**config.mk**
```make
export PLATFORM = sky130hd
export DESIGN_NAME = branch_resolve_unit_flat
export DESIGN_NICKNAME = d
export VERILOG_FILES = /design/src/rtl/branch_resolve_unit_if.sv /design/src/rtl/branch_resolve_unit.sv /design/src/flat_wrapper.sv
export SDC_FILE = /design/constraint.sdc
export NUM_CORES = 1
export LEC_CHECK = 0
export ABC_AREA = 1
export CORE_MARGIN = 3
export CORE_UTILIZATION = 34
export CTS_CLUSTER_SIZE = 30
export DETAILED_ROUTE_END_ITERATION = 7
export GPL_ROUTABILITY_DRIVEN = 1
export PLACE_DENSITY = 0.71
export SYNTH_ARGS = -nofsm -noshare
export SYNTH_HDL_FRONTEND = slang
export SYNTH_SLANG_ARGS = --single-unit
```
**constraint.sdc**
```tcl
create_clock -name clk -period 2 [get_ports clk]
set_input_delay 0.4 -clock clk [delete_from_list [all_inputs] [get_ports clk]]
set_output_delay 0.4 -clock clk [all_outputs]
set_load 0.05 [all_outputs]
```
**src/rtl/branch_resolve_unit_if.sv**
```systemverilog
// Interface between the EX-stage decode/ALU flags and the branch resolve unit.
// The master drives the EX-side fields. The slave is the resolve unit, which
// returns the registered M-stage redirect, flush and status outputs.
interface branch_resolve_unit_if #(
    parameter int XLEN = 32
);
    logic            ex_valid;
    logic            branch_e;
    logic            jump_e;
    logic            jalr_e;
    logic [2:0]      funct3_e;
    logic            Zero;
    logic            Negative;
    logic            Carry;
    logic            OverFlow;
    logic [XLEN-1:0] pc_e;
    logic [XLEN-1:0] imm_e;
    logic [XLEN-1:0] alu_result_e;

    logic            pc_src_m;
    logic [XLEN-1:0] pc_target_m;
    logic            flush_d;
    logic            flush_e;
    logic            misalign_m;
    logic            illegal_br_m;
    logic [31:0]     br_count_o;
    logic [31:0]     br_taken_o;

    modport master (
        output ex_valid, branch_e, jump_e, jalr_e, funct3_e,
        output Zero, Negative, Carry, OverFlow,
        output pc_e, imm_e, alu_result_e,
        input  pc_src_m, pc_target_m, flush_d, flush_e,
        input  misalign_m, illegal_br_m, br_count_o, br_taken_o
    );

    modport slave (
        input  ex_valid, branch_e, jump_e, jalr_e, funct3_e,
        input  Zero, Negative, Carry, OverFlow,
        input  pc_e, imm_e, alu_result_e,
        output pc_src_m, pc_target_m, flush_d, flush_e,
        output misalign_m, illegal_br_m, br_count_o, br_taken_o
    );
endinterface

```
**src/rtl/branch_resolve_unit.sv**
```systemverilog
// Branch resolve unit: resolves conditional branches, JAL and JALR in EX from
// the ALU flags. It registers the PC redirect and the pipeline flushes into M.
// After each redirect it runs a shadow window. In that window, wrong-path EX
// instructions are ignored.
// Optional feature: define BR_STATS_EN to build the branch statistics counters.
// When it is undefined, br_count_o and br_taken_o are tied to zero.
module branch_resolve_unit #(
    parameter int XLEN          = 32,
    parameter int SHADOW_CYCLES = 1
) (
    input  logic                 clk,
    input  logic                 rst,
    input  logic                 stall_i,
    branch_resolve_unit_if.slave bus
);
    localparam logic [1:0] ST_RUN    = 2'd0;
    localparam logic [1:0] ST_REDIR  = 2'd1;
    localparam logic [1:0] ST_SHADOW = 2'd2;

    logic [1:0]      state;
    logic [1:0]      shadow_cnt;
    logic            redir_q;
    logic            misalign_q;
    logic            illegal_q;
    logic [XLEN-1:0] target_q;

    logic            sel_jalr;
    logic            sel_jump;
    logic            sel_branch;
    logic            cond;
    logic            illegal_cond;
    logic            taken;
    logic            misaligned;
    logic [XLEN-1:0] target;

    // JALR clears bit 0 of the target, so the ALU LSB never reaches any logic.
    logic            unused_alu_lsb;
    assign unused_alu_lsb = bus.alu_result_e[0];

    // Decode the EX instruction: priority select, branch condition, target and alignment
    always_comb begin
        sel_jalr     = bus.ex_valid & bus.jalr_e;
        sel_jump     = bus.ex_valid & ~bus.jalr_e & bus.jump_e;
        sel_branch   = bus.ex_valid & ~bus.jalr_e & ~bus.jump_e & bus.branch_e;
        cond         = 1'b0;
        illegal_cond = 1'b0;
        case (bus.funct3_e)
            3'b000:  cond = bus.Zero;
            3'b001:  cond = ~bus.Zero;
            3'b100:  cond = bus.Negative ^ bus.OverFlow;
            3'b101:  cond = ~(bus.Negative ^ bus.OverFlow);
            3'b110:  cond = ~bus.Carry;
            3'b111:  cond = bus.Carry;
            default: illegal_cond = 1'b1;
        endcase
        if (sel_jalr) begin
            target = {bus.alu_result_e[XLEN-1:1], 1'b0};
        end else begin
            target = bus.pc_e + bus.imm_e;
        end
        taken      = sel_jalr | sel_jump | (sel_branch & cond);
        misaligned = (target[1:0] != 2'b00);
    end

    // Redirect FSM plus registered M-stage outputs; everything freezes while stalled
    always_ff @(posedge clk or negedge rst) begin
        if (!rst) begin
            state      <= ST_RUN;
            shadow_cnt <= 2'd0;
            redir_q    <= 1'b0;
            misalign_q <= 1'b0;
            illegal_q  <= 1'b0;
            target_q   <= '0;
        end else if (!stall_i) begin
            redir_q    <= 1'b0;
            misalign_q <= 1'b0;
            illegal_q  <= 1'b0;
            case (state)
                ST_RUN: begin
                    if (sel_branch && illegal_cond) begin
                        illegal_q <= 1'b1;
                    end
                    if (taken) begin
                        if (misaligned) begin
                            misalign_q <= 1'b1;
                        end else begin
                            redir_q  <= 1'b1;
                            target_q <= target;
                            state    <= ST_REDIR;
                        end
                    end
                end
                ST_REDIR: begin
                    if (SHADOW_CYCLES > 0) begin
                        state      <= ST_SHADOW;
                        shadow_cnt <= 2'(SHADOW_CYCLES);
                    end else begin
                        state <= ST_RUN;
                    end
                end
                ST_SHADOW: begin
                    if (shadow_cnt <= 2'd1) begin
                        state      <= ST_RUN;
                        shadow_cnt <= 2'd0;
                    end else begin
                        shadow_cnt <= shadow_cnt - 2'd1;
                    end
                end
                default: begin
                    state      <= ST_RUN;
                    shadow_cnt <= 2'd0;
                end
            endcase
        end
    end

    assign bus.pc_src_m     = redir_q;
    assign bus.flush_d      = redir_q;
    assign bus.flush_e      = redir_q;
    assign bus.pc_target_m  = target_q;
    assign bus.misalign_m   = misalign_q;
    assign bus.illegal_br_m = illegal_q;

`ifdef BR_STATS_EN
    logic [31:0] br_count_q;
    logic [31:0] br_taken_q;

    // Count valid conditional branches resolved in RUN (illegal ones included) and the aligned taken subset
    always_ff @(posedge clk or negedge rst) begin
        if (!rst) begin
            br_count_q <= 32'd0;
            br_taken_q <= 32'd0;
        end else if (!stall_i && (state == ST_RUN) && sel_branch) begin
            br_count_q <= br_count_q + 32'd1;
            if (cond && !misaligned) begin
                br_taken_q <= br_taken_q + 32'd1;
            end
        end
    end

    assign bus.br_count_o = br_count_q;
    assign bus.br_taken_o = br_taken_q;
`else
    assign bus.br_count_o = 32'd0;
    assign bus.br_taken_o = 32'd0;
`endif

endmodule

```
**src/flat_wrapper.sv**
```systemverilog
// flat-port wrapper written by rule: the top's interface ports become plain ports
module branch_resolve_unit_flat 
#(
    parameter int XLEN          = 32,
    parameter int SHADOW_CYCLES = 1
)
  (clk, rst, stall_i, bus_ex_valid, bus_branch_e, bus_jump_e, bus_jalr_e, bus_funct3_e, bus_Zero, bus_Negative, bus_Carry, bus_OverFlow, bus_pc_e, bus_imm_e, bus_alu_result_e, bus_pc_src_m, bus_pc_target_m, bus_flush_d, bus_flush_e, bus_misalign_m, bus_illegal_br_m, bus_br_count_o, bus_br_taken_o);
  branch_resolve_unit_if #(.XLEN(XLEN)) bus_i ();
  input  logic clk;
  input  logic rst;
  input  logic stall_i;
  input wire logic [$bits(bus_i.ex_valid)-1:0] bus_ex_valid;
  input wire logic [$bits(bus_i.branch_e)-1:0] bus_branch_e;
  input wire logic [$bits(bus_i.jump_e)-1:0] bus_jump_e;
  input wire logic [$bits(bus_i.jalr_e)-1:0] bus_jalr_e;
  input wire logic [$bits(bus_i.funct3_e)-1:0] bus_funct3_e;
  input wire logic [$bits(bus_i.Zero)-1:0] bus_Zero;
  input wire logic [$bits(bus_i.Negative)-1:0] bus_Negative;
  input wire logic [$bits(bus_i.Carry)-1:0] bus_Carry;
  input wire logic [$bits(bus_i.OverFlow)-1:0] bus_OverFlow;
  input wire logic [$bits(bus_i.pc_e)-1:0] bus_pc_e;
  input wire logic [$bits(bus_i.imm_e)-1:0] bus_imm_e;
  input wire logic [$bits(bus_i.alu_result_e)-1:0] bus_alu_result_e;
  output wire logic [$bits(bus_i.pc_src_m)-1:0] bus_pc_src_m;
  output wire logic [$bits(bus_i.pc_target_m)-1:0] bus_pc_target_m;
  output wire logic [$bits(bus_i.flush_d)-1:0] bus_flush_d;
  output wire logic [$bits(bus_i.flush_e)-1:0] bus_flush_e;
  output wire logic [$bits(bus_i.misalign_m)-1:0] bus_misalign_m;
  output wire logic [$bits(bus_i.illegal_br_m)-1:0] bus_illegal_br_m;
  output wire logic [$bits(bus_i.br_count_o)-1:0] bus_br_count_o;
  output wire logic [$bits(bus_i.br_taken_o)-1:0] bus_br_taken_o;
  assign bus_i.ex_valid = bus_ex_valid;
  assign bus_i.branch_e = bus_branch_e;
  assign bus_i.jump_e = bus_jump_e;
  assign bus_i.jalr_e = bus_jalr_e;
  assign bus_i.funct3_e = bus_funct3_e;
  assign bus_i.Zero = bus_Zero;
  assign bus_i.Negative = bus_Negative;
  assign bus_i.Carry = bus_Carry;
  assign bus_i.OverFlow = bus_OverFlow;
  assign bus_i.pc_e = bus_pc_e;
  assign bus_i.imm_e = bus_imm_e;
  assign bus_i.alu_result_e = bus_alu_result_e;
  assign bus_pc_src_m = bus_i.pc_src_m;
  assign bus_pc_target_m = bus_i.pc_target_m;
  assign bus_flush_d = bus_i.flush_d;
  assign bus_flush_e = bus_i.flush_e;
  assign bus_misalign_m = bus_i.misalign_m;
  assign bus_illegal_br_m = bus_i.illegal_br_m;
  assign bus_br_count_o = bus_i.br_count_o;
  assign bus_br_taken_o = bus_i.br_taken_o;
  branch_resolve_unit #(.XLEN(XLEN), .SHADOW_CYCLES(SHADOW_CYCLES)) u_core (.clk(clk), .rst(rst), .stall_i(stall_i), .bus(bus_i));
endmodule
```
==> results.txt <==
- Pwr/cell area: 746 mW/mm2
* Worst hold path class: in2async
- The critical path is of the in2reg type.
- Number of H-tree branching levels: 2
- Vias per inst: 4.59
* Net count, final: 1257
- Endpoint of the lowest-slack register-to-register path: u_core.bus.pc_target_m[1]
- TritonCTS built the clock tree.
- The initial antenna violation count was 0.
- Number of primary I/O pins: 211
- Counting tap cells, the placed design contains a total of 1266 instances.
- Total standard cell area after synthesis: 0.00497 mm2
- The synthesized design contains 39 register bits.
- The most used flip-flop cell after synthesis is dfrtp_1.
* Routed wire length: 17.2 mm
- Of all cell types, the one taking the most synthesized area is nand2_1.
* Area fraction of the dominant cell type after synthesis: 27.6%
* Post-detailed-route DRC marker count: 0
- Clock period minus final worst setup slack: 1.94 ns
- RD Place Congestion: 0.871
- With fillers left out, the area of the finished cells amounts to 0.00826 mm2.
- Measured in cells, the most critical reg-to-reg path has a length of 10.
- The core region is 0.0141 mm2.
* GRT Resource Usage Total: 19.8%
- The worst setup path is captured at a register.
- CTS clock-pin slew for the worst setup and hold paths: 0.06 ns
- Synthesis instantiated 37 different standard cells from the library.
- In the finished design, the share of the clock period the worst path needs comes to 97.0%.
- The clock arrives with 0.00429 ns of skew.
* Number of buffers inserted by hold repair at cts: 0
- At the worst endpoint, the arrival time is 2.11 ns.
- In the synthesized netlist, the number of instances is 873.
* Status: finished clean
- Final hold analysis gives a worst-case slack of 0.183 ns.
* Start of the worst register-to-register path: u_core.state[0]
- The routed layout has 5936 vias.
- Register-to-register path setup slack: 0.16 ns
- Number of routed nets with antenna violations: 0
- Area growth syn-to-layout: 66.0%
- Maximum clock insertion buffer count: 2
- Share of the core filled with cells: 58.6%
- Counting flops with a built-in enable in the synthesized netlist gives 0.
- Proportion of layout cells with a drive suffix above 1: 24.4%
* Number of DRC markers after the initial detailed-route iteration: 407
- Counting flops with an async set or reset pin after synthesis yields a share of 100%.
* Final instance count without filler cells: 1292
* Clock root cell: clkbuf_16
* Worst EP required: 2.17 ns
- The count of buffers added on input and output ports is 145.
- For the worst-skew pair, the clock arrives at the later sink with an insertion delay of 0.28 ns.
* Overall die width: 127 um
* Cell types occupying the most area after synthesis: nand2_1 (28%), dfrtp_1 (20%), buf_4 (10%)
- Sequential elements use 19.6% of the synthesized area.
- Count of clock tree sinks: 39
* Worst vdd ir: 356 uV
* Leakage: 0.00479 uW
- The worst setup path is launched from an input port.
* Leading cell types by count after synthesis: nand2_1 (366), inv_1 (138), nor2_1 (72)
* Most frequently used cell type in the post-synthesis netlist: nand2_1
- Post-synthesis average cell area: 5.70 um2
- Inserted Clock Buffers: 5
- Die outline area: 0.0161 mm2
* Initial Utilization: 35.3%
- Largest net degree at the start of global routing: 34
- Slew at the pin with the worst max-slew slack: 0.751 ns
- For this run, the number of Yosys warnings is 0.
- Remaining global-route overflow: 0
- Global-route wire length before repair: 26.3 mm
- Achievable clock frequency: 0.515 GHz
* Routed wire per std cell: 13.3 um
* Number of iterations in the first detailed-routing pass: 6
- The placed instances occupy a cell area of 0.00696 mm2.
- The worst pin sits at a relative slew slack of 49.9%.
- Final count of pins violating max slew: 0
- Number of global-route vias before repair: 5580
- Half-perimeter wire length after placement: 13.2 mm
- The final count of hold timing violations came to 0.
* Final setup violation count: 0
* Max Cap Viol: 0
* Beginning of the critical path: bus_pc_e[25]
* Die height: 127 um
* Num rows: 43
* Antenna cells: 0
- Max FO, Critical Path: 4
## cell type report
type	instances	area (um2)
Tap cell	180	225
Timing Repair Buffer	245	2410
Fill cell	1320	5840
Sequential cell	39	976
Multi-Input combinational cell	680	3960
Clock inverter	1	5.00
Inverter	140	536
Clock buffer	6	139
Timing Repair inverter	1	8.76
## worst max-delay path by stage
stage          slack [ns]  depth (start not counted)                    endpoint
2_1_floorplan         0.1                         10  u_core.bus.pc_target_m[15]
3_3_place_gp        -0.53                         12  u_core.bus.pc_target_m[28]
3_5_place_dp        -0.52                         12   u_core.bus.pc_target_m[1]
4_1_cts            0.0003                         13  u_core.bus.pc_target_m[31]
5_1_grt             -0.02                         12  u_core.bus.pc_target_m[31]
6_report             0.06                         12  u_core.bus.pc_target_m[31]
## where the power goes
group,switching (uW),leakage (uW),internal (uW)
Clock,302,0.0000727,487
Sequential,222,0.000501,1110
Combinational,2560,0.00421,1480
Total,3080,0.00479,3080
## layer usage
metal	vias to the layer above	GRT usage, %	wire length (um)
met3	25	2.23	846
met4	0	5.93	302
met5	-	0	0
li1	3029	-	-
met2	189	34.2	8570
met1	2693	26.0	7490
## kinds of logic (layout without fill, tap and decap cells)
| logic type | Yosys count | after routing | share of synthesized area (%) |
|---|---|---|---|
| flip-flops | 39 | 39 | 19.6 |
| buffers and inverters | 218 | 393 | 22.0 |
| AND/OR/NAND/NOR | 535 | 536 | 44.0 |
| AO/OA/AOI/OAI | 38 | 38 | 4.05 |
| adder cells (fa/ha/maj) | 35 | 35 | 8.95 |
| XOR/XNOR | 6 | 6 | 1.06 |
| multiplexers | 1 | 1 | 0.201 |
| other | 1 | 64 | 0.0754 |
## timing repair
| item | CTS | global route |
|---|---|---|
| setup endpoints to repair | 35 | 34 |
| cloned | 5 | 0 |
| pin swaps | 23 | 56 |
| resized for setup | 109 | 140 |
| buffers inserted | 9 | 5 |
## metrics by stage
stage,setup WS [ns],total power (uW),setup TNS (ns)
2_1_floorplan,0.0957,3690,0
3_3_place_gp,-0.528,4960,-16.63
3_5_place_dp,-0.519,5000,-16.92
4_1_cts,0.000254,6010,0
5_1_grt,-0.0197,6540,-0.0786
6_report,0.0596,6160,0
## cells in the final DEF (no fill, tap or decap), drive strengths merged
cell             n
or2              4
ha              34
clkinv           2
clkdlybuf4s15    1
o21ai           15
and3             1
o22ai            1
fa               1
inv            140
a21o             1
mux2i            1
clkdlybuf4s50   88
nand2          367
nand4            9
nand3           66
nor2            72
dlymetal6s2s    43
buf            105
conb            64
dfrtp           39
o21bai           2
nor3             9
xor2             1
and2             3
a21oi           17
a31oi            2
clkbuf           6
dlygate4sd2      8
nand3b           5
xnor2            5
## state kept, by name, summed over array words and instances (netlist names)
name                     flops
u_core.bus.pc_target_m      32
u_core.bus.misalign_m        1
u_core.state                 2
u_core.bus.flush_d           1
u_core.shadow_cnt            2
u_core.bus.illegal_br_m      1
## worst max-delay path: stages
cell,delay [ns]
clkdlybuf4s50_1,0.45
ha_4,0.33
nand2_2,0.07
inv_1,0.08
nand2_2,0.10
nor3_4,0.21
and2_4,0.17
nand2_4,0.05
nand3_2,0.07
nand3_1,0.07
nand2_1,0.07
nand2_1,0.05
Note: power is estimated with default switching activity, not from simulation.
